File: config.mk
export PLATFORM = sky130hd
export DESIGN_NAME = serial_bit_feeder
export DESIGN_NICKNAME = d
export VERILOG_FILES = /design/src/rtl/serial_bit_feeder.sv
export SDC_FILE = /design/constraint.sdc
export NUM_CORES = 1
export LEC_CHECK = 0
export ABC_AREA = 1
export CAP_MARGIN = 20
export CELL_PAD_IN_SITES_DETAIL_PLACEMENT = 0
export CELL_PAD_IN_SITES_GLOBAL_PLACEMENT = 2
export CORE_AREA = 2 2 80 59
export DETAILED_ROUTE_END_ITERATION = 10
export DIE_AREA = 0 0 82 61
export GPL_TIMING_DRIVEN = 0
export PLACE_DENSITY_LB_ADDON = 0.1
export SYNTH_ARGS = -nofsm -noshare
export SYNTH_HDL_FRONTEND = slang
export SYNTH_SLANG_ARGS = --single-unit
File: constraint.sdc
create_clock -name clk -period 1.3 [get_ports clk]
set_input_delay 0.13 -clock clk [delete_from_list [all_inputs] [get_ports clk]]
set_output_delay 0.13 -clock clk [all_outputs]
set_load 0.02 [all_outputs]
File: src/rtl/serial_bit_feeder.sv
// serial_bit_feeder
// Parallel-to-serial feeder for the serial sequence detectors. Words arrive
// over a valid/ready handshake and leave one bit per clock on sout. A single
// holding register lets the next word start on the cycle after the current
// word's last bit, so back-to-back frames have no idle gap.
//
// Ports:
//   clk         rising-edge clock
//   reset       asynchronous, active-high reset
//   pdata       parallel word to serialize (WIDTH bits)
//   pvalid      pdata is valid
//   pready      a word can be accepted this cycle (= ~hold_full)
//   sout        serial bit, head of the shift register
//   sout_valid  sout carries a frame bit this cycle
//   frame_last  the last bit of a frame is on sout
//
// State table:
//   IDLE  | nothing on sout; the next accept loads the shift register directly
//   SHIFT | a frame is on sout; count = bits still to follow the current one

module serial_bit_feeder #(
  parameter int WIDTH     = 8,
  parameter bit MSB_FIRST = 1'b1
) (
  input  logic             clk,
  input  logic             reset,
  input  logic [WIDTH-1:0] pdata,
  input  logic             pvalid,
  output logic             pready,
  output logic             sout,
  output logic             sout_valid,
  output logic             frame_last
);

  localparam int CW = (WIDTH > 2) ? $clog2(WIDTH) : 1;
  localparam logic [CW-1:0] CNT_RELOAD = CW'(WIDTH - 1);
  localparam logic [CW-1:0] CNT_ONE    = CW'(1);

  typedef enum logic {
    IDLE  = 1'b0,
    SHIFT = 1'b1
  } state_t;

  state_t           state_q, state_d;
  logic [WIDTH-1:0] shift_q, shift_d;
  logic [CW-1:0]    count_q, count_d;
  logic [WIDTH-1:0] hold_q, hold_d;
  logic             hold_full_q, hold_full_d;
  logic             valid_q, valid_d;
  logic             last_q, last_d;

  logic             accept;
  logic [WIDTH-1:0] shift_adv;

  // A full hold register is the only source of back-pressure.
  assign pready = ~hold_full_q;
  assign accept = pvalid & ~hold_full_q;

  // Move the next bit to the output end and fill the vacated end with 0.
  assign shift_adv = MSB_FIRST ? {shift_q[WIDTH-2:0], 1'b0}
                               : {1'b0, shift_q[WIDTH-1:1]};

  assign sout       = MSB_FIRST ? shift_q[WIDTH-1] : shift_q[0];
  assign sout_valid = valid_q;
  assign frame_last = last_q;

  always_comb begin
    state_d     = state_q;
    shift_d     = shift_q;
    count_d     = count_q;
    hold_d      = hold_q;
    hold_full_d = hold_full_q;
    valid_d     = valid_q;
    last_d      = 1'b0;

    case (state_q)
      IDLE: begin
        if (accept) begin
          shift_d = pdata;
          count_d = CNT_RELOAD;
          state_d = SHIFT;
          valid_d = 1'b1;
        end else begin
          shift_d = '0;
          count_d = '0;
          valid_d = 1'b0;
        end
      end

      SHIFT: begin
        if (count_q != '0) begin
          shift_d = shift_adv;
          count_d = count_q - CNT_ONE;
          last_d  = (count_q == CNT_ONE);
          if (accept) begin
            hold_d      = pdata;
            hold_full_d = 1'b1;
          end
        end else if (hold_full_q) begin
          // Buffered word follows the last bit with no gap.
          shift_d     = hold_q;
          hold_full_d = 1'b0;
          count_d     = CNT_RELOAD;
        end else if (accept) begin
          // Word offered during the last bit skips the hold register.
          shift_d = pdata;
          count_d = CNT_RELOAD;
        end else begin
          state_d = IDLE;
          shift_d = '0;
          count_d = '0;
          valid_d = 1'b0;
        end
      end

      default: begin
        state_d     = IDLE;
        shift_d     = '0;
        count_d     = '0;
        hold_full_d = 1'b0;
        valid_d     = 1'b0;
      end
    endcase
  end

  always_ff @(posedge clk or posedge reset) begin
    if (reset) begin
      state_q     <= IDLE;
      shift_q     <= '0;
      count_q     <= '0;
      hold_q      <= '0;
      hold_full_q <= 1'b0;
      valid_q     <= 1'b0;
      last_q      <= 1'b0;
    end else begin
      state_q     <= state_d;
      shift_q     <= shift_d;
      count_q     <= count_d;
      hold_q      <= hold_d;
      hold_full_q <= hold_full_d;
      valid_q     <= valid_d;
      last_q      <= last_d;
    end
  end

endmodule

## Yosys cells after proc, flatten, opt, wreduce, memory -nomap -nowiden

Index checks and enable logic that the tools add are counted.

| storage, ports and cells | value |
|---|---|
| input port bits | 11 |
| output and inout port bits | 4 |
| word-level logic and storage cells | 40 |
| register bits | 23 |

| operators by class | value |
|---|---|
| equality and inequality tests | 5 |
| multiplexer cells | 20 |
| bitwise gates (word level) | 3 |
| reductions and logical operators | 4 |
| $add $sub $neg | 1 |

Operator list:

| kind | number |
|---|---|
| two-way mux 8 bit | 3 |
| one-hot mux 8 bit (2 select lines) | 1 |
| two-way mux 1 bit | 10 |
| two-way mux 3 bit | 3 |
| != test 2 bit (second input constant) | 4 |
| one-hot mux 3 bit (2 select lines) | 1 |
| AND reduction 3 bit | 2 |
| one-hot mux 1 bit (2 select lines) | 2 |
| equality test 3 x 1 -> 1 bit (second input constant) | 1 |
| nonzero test 3 bit | 1 |
| subtractor 3 x 1 -> 3 bit (second input constant) | 1 |
| NOT 1 bit | 2 |
| AND reduction 2 bit | 1 |
| bitwise AND 1 bit | 1 |

## Depth between registers and ports, before layout

| depth | value |
|---|---|
| depth in word-level cells | 6 |
| depth in mapped cells | 8 |
| mapped depth without buffers | 8 |

## Worst setup path after synthesis

No wires, ideal clock.

| timing path | value |
|---|---|
| kind | flip-flop to flip-flop |
| from | register count_q[0] |
| to | register shift_q[1] |
| clock period less this slack | 1.218 ns |
| path slack | 0.082 ns |
| stages on the path, launching flop included | 9 |
| arrival | 1.105 ns |
| library setup time | 0.113 ns |
| buffers on the path | 1 |
| data required time | 1.187 ns |
| path through | dfrtp_1 inv_1 ha_1 nand2_4 nand2_4 buf_4 nand3_1 nand2_1 inv_1 |

| between the ends | value |
|---|---|
| cells in the longest elaborated chain, start to end | 3 |

Ends and longest elaborated chain:

| item | line | RTL |
|---|---|---|
| start: declaration | 46 | `logic [CW-1:0] count_q, count_d;` |
| start signal: assignment | 138 | `count_q <= count_d;` |
| nonzero test 3 bit | 91 | `if (count_q != '0) begin` |
| two-way mux 8 bit | 91 |  |
| one-hot mux 8 bit (2 select lines) | 76 | `case (state_q)` |
| via shift_d[1] | 45 | `logic [WIDTH-1:0] shift_q, shift_d;` |
| end signal: assignment | 137 | `shift_q <= shift_d;` |
| end: declaration | 45 |  |

The timed path passes the listed nets, and every way through them passes these cells.
A chain may end at the register's enable or synchronous reset.

## Worst setup path in the final report

| timing path | value |
|---|---|
| from | register count_q[1] |
| to | register shift_q[7] |

The elaborated chain is that of the path after synthesis.

==> results.py <==
metrics = {
    "outcome": {
        "status": "complete, no violations",
    },
    "clock_tree": {
        "htreeDepth": 1,
        "tritoncts": "done",
        "cts.path.max_buffers": 2,
        "numCtsBuffers": 3,
        "cts_sinks": 23,
        "path_clk_slew_ns": 0.08,
        "cts-root-buf": "clkbuf_8",
        "clkLatencyLatePin_ns": 0.26,
    },
    "detailed_routing": {
        "drt_pass1_iterations": 4,
        "routed_wl_mm": 2.68,
        "drc": 0,
        "vias": 912,
        "ant_nets": 0,
        "viasPerCell": 4.11,
        "wl_per_cell_um": 12.0,
        "first_iter_violations": 58,
    },
    "synthesis": {
        "synth.distinct_cells": 18,
        "syn-num-nets": 160,
        "ys_warn_count": 0,
        "synth.top_cell.area_share_pct": 48.1,
        "avgSynthCellArea_um2": 8.19,
        "synth_top_cell_by_area": "dfrtp_1",
        "ys_seq_area_share_pct": 48.1,
        "synthCells": 146,
        "synth_seq_cells": 23,
        "synth.area.top_cells": "dfrtp_1 48%, nand2_1 13%, nand3_1 8.8%",
        "syn-cell-area_um2": 1200,
    },
    "die": {
        "die_area_um2": 5000,
        "start_util_pct": 28.5,
        "rows": 20,
        "die_w_um": 82,
        "dieHeight_um": 61,
        "coreArea_um2": 4200,
        "boundaryPins": 15,
    },
    "layout": {
        "final_common_cell": "nand2_1",
        "final_cell_mix": "43 x nand2_1, 23 x dfrtp_1, 21 x nand3_1",
        "design_area_um2": 1500,
        "n_antenna_cell": 0,
        "final_nets": 182,
        "finalNonFillerCells": 222,
        "final_util_pct": 35.8,
        "drive_above_1_share_pct": 20.4,
        "nFillCells": 449,
        "area_growth_pct": 25.7,
    },
    "timing": {
        "finalSetupViolCount": 0,
        "post-route-period-util_pct": 96.3,
        "fmax_mhz": 799,
        "worst_clock_skew_ns": 0.00422,
        "relSlewSlack_pct": 38.8,
        "tns_ns": 0,
        "hold_viol": 0,
        "fin_ws_ns": 0.0484,
        "worst_pin_slew_ns": 0.917,
        "rsz0062_at_grt": "yes",
        "period_minus_slack_ns": 1.25,
        "hold-worst-slack_ns": 0.310,
        "maxSlewViolCount": 0,
    },
    "pwr": {
        "peakVddDrop_mv": 0.544,
        "p_leak_nw": 0.831,
        "p_switching_mw": 1.14,
        "power_density_nw_per_um2": 1960,
        "switching_share_pct": 38.5,
        "p_int_mw": 1.82,
        "p_seq_share_pct": 38.5,
        "power.total_mw": 2.95,
        "p_comb_share_pct": 46.6,
        "pwr-share-clk_pct": 14.9,
    },
    "setup_path": {
        "path_common_cell": "nor2_1",
        "crit_family": "flip-flops",
        "required_ns": 1.46,
        "critPathMaxStageDelay_ns": 0.38,
        "crit_fanout": 7,
        "crit_buf_inv": 2,
        "arrival_ns": 1.41,
        "path_class": "flop to flop",
        "end_kind": "flop",
        "crit_chain": "inv_2 > ha_4 > nand2_4 > nand2_8 > clkinvlp_4 > nor2_1 > nor2_1",
        "critPathSlowestCell": "dfrtp_1",
        "critical_path.startpoint_type": "flop",
    },
    "grt": {
        "grt_pass1_wl_mm": 4.55,
        "antenna_found_initial": 0,
        "grt_overflow": 0,
        "grt_start_max_net_pins": 24,
        "grt_pass1_vias": 903,
        "track_usage_pct": 12.8,
    },
    "place": {
        "place_area_um2": 1400,
        "gp_congestion": 0.735,
        "hpwl_mm": 1.79,
        "pre_cts_ws_ns": -0.146,
        "dpl.cell_count": 214,
        "portBuffers": 13,
    },
    "job": {
        "drv_cap": 0,
    },
    "worst_hold_path": {
        "worstHoldPathType": "input pin to flop",
    },
}
==> flip-flops by register name (all words and copies together) (netlist names) <==
name,count
shift_q,8
hold_full_q,1
sout_valid,1
frame_last,1
state_q,1
count_q,3
hold_q,8
==> what timing repair did <==
action	CTS	global route
buffers inserted	2	2
pin swaps	4	13
resized for setup	15	3
hold buffers	0	0
endpoints found under the setup margin	21	15
==> layout make-up <==
cell class | count | area [um^2] | share of cell area, %
buffer | 5 | 52.6 | 3.49
clock buffer | 4 | 45.0 | 3.00
inverter | 24 | 98.8 | 6.57
multi-input combinational | 94 | 505 | 33.6
sequential | 23 | 576 | 38.3
tap | 55 | 68.8 | 4.58
timing repair buffer | 17 | 158 | 10.5
==> worst reg2reg max path, cell delays in order (launching register included) <==
cell and delay (ns):
dfrtp_1 0.38, inv_2 0.09, ha_4 0.15, nand2_4 0.07
nand2_8 0.09, clkinvlp_4 0.19, nor2_1 0.14, nor2_1 0.05
==> per-layer routing <==
| layer | routed length [um] | vias up | track usage, % |
|---|---|---|---|
| met1 | 1400 | 412 | 18.1 |
| li1 | - | 480 | - |
| met3 | 127 | 2 | 4.02 |
| met5 | 0 | - | 0 |
| met4 | 15 | 0 | 2.86 |
| met2 | 1140 | 18 | 19.4 |
==> cell usage after synthesis, drive strengths merged <==
cell type and number:
buf 5, inv 24, o21ai 3, nand3 21, ha 3, nor2 16, a21boi 1, nand2 50
dfrtp 23
==> path summary, 6_finish.rpt <==
| path | from | end | slack (ns) | depth (start not counted) |
|---|---|---|---|---|
| max in group asynchronous | reset | hold_q[7] | 0.37 | 2 |
| hold / removal | pvalid | shift_q[3] | 0.31 | 5 |
| setup / recovery | count_q[1] | shift_q[7] | 0.05 | 7 |
| hold reg to reg | hold_q[0] | hold_q[0] | 0.48 | 2 |
| setup reg to reg | count_q[1] | shift_q[7] | 0.05 | 7 |
| min in group asynchronous | reset | count_q[0] | 0.37 | 2 |
==> cell families after synthesis <==
logic type	after synthesis	share of synthesized area [%]
AO/OA/AOI/OAI	4	2.20
adder cells (fa/ha/maj)	3	3.14
buffers and inverters	29	12.0
flip-flops	23	48.1
AND/OR/NAND/NOR	87	34.5
==> power groups by stage <==
stage                     Combinational, mW  Sequential (mW)  Clock [mW]
final                                  1.38             1.14       0.439
after detailed placement               1.29             1.15           0
after global routing                   1.58             1.17       0.504
after floorplan                       0.935             1.16           0
after global placement                 1.26             1.14           0
after CTS                              1.37             1.14       0.468
(Power assumes the default switching activity.)
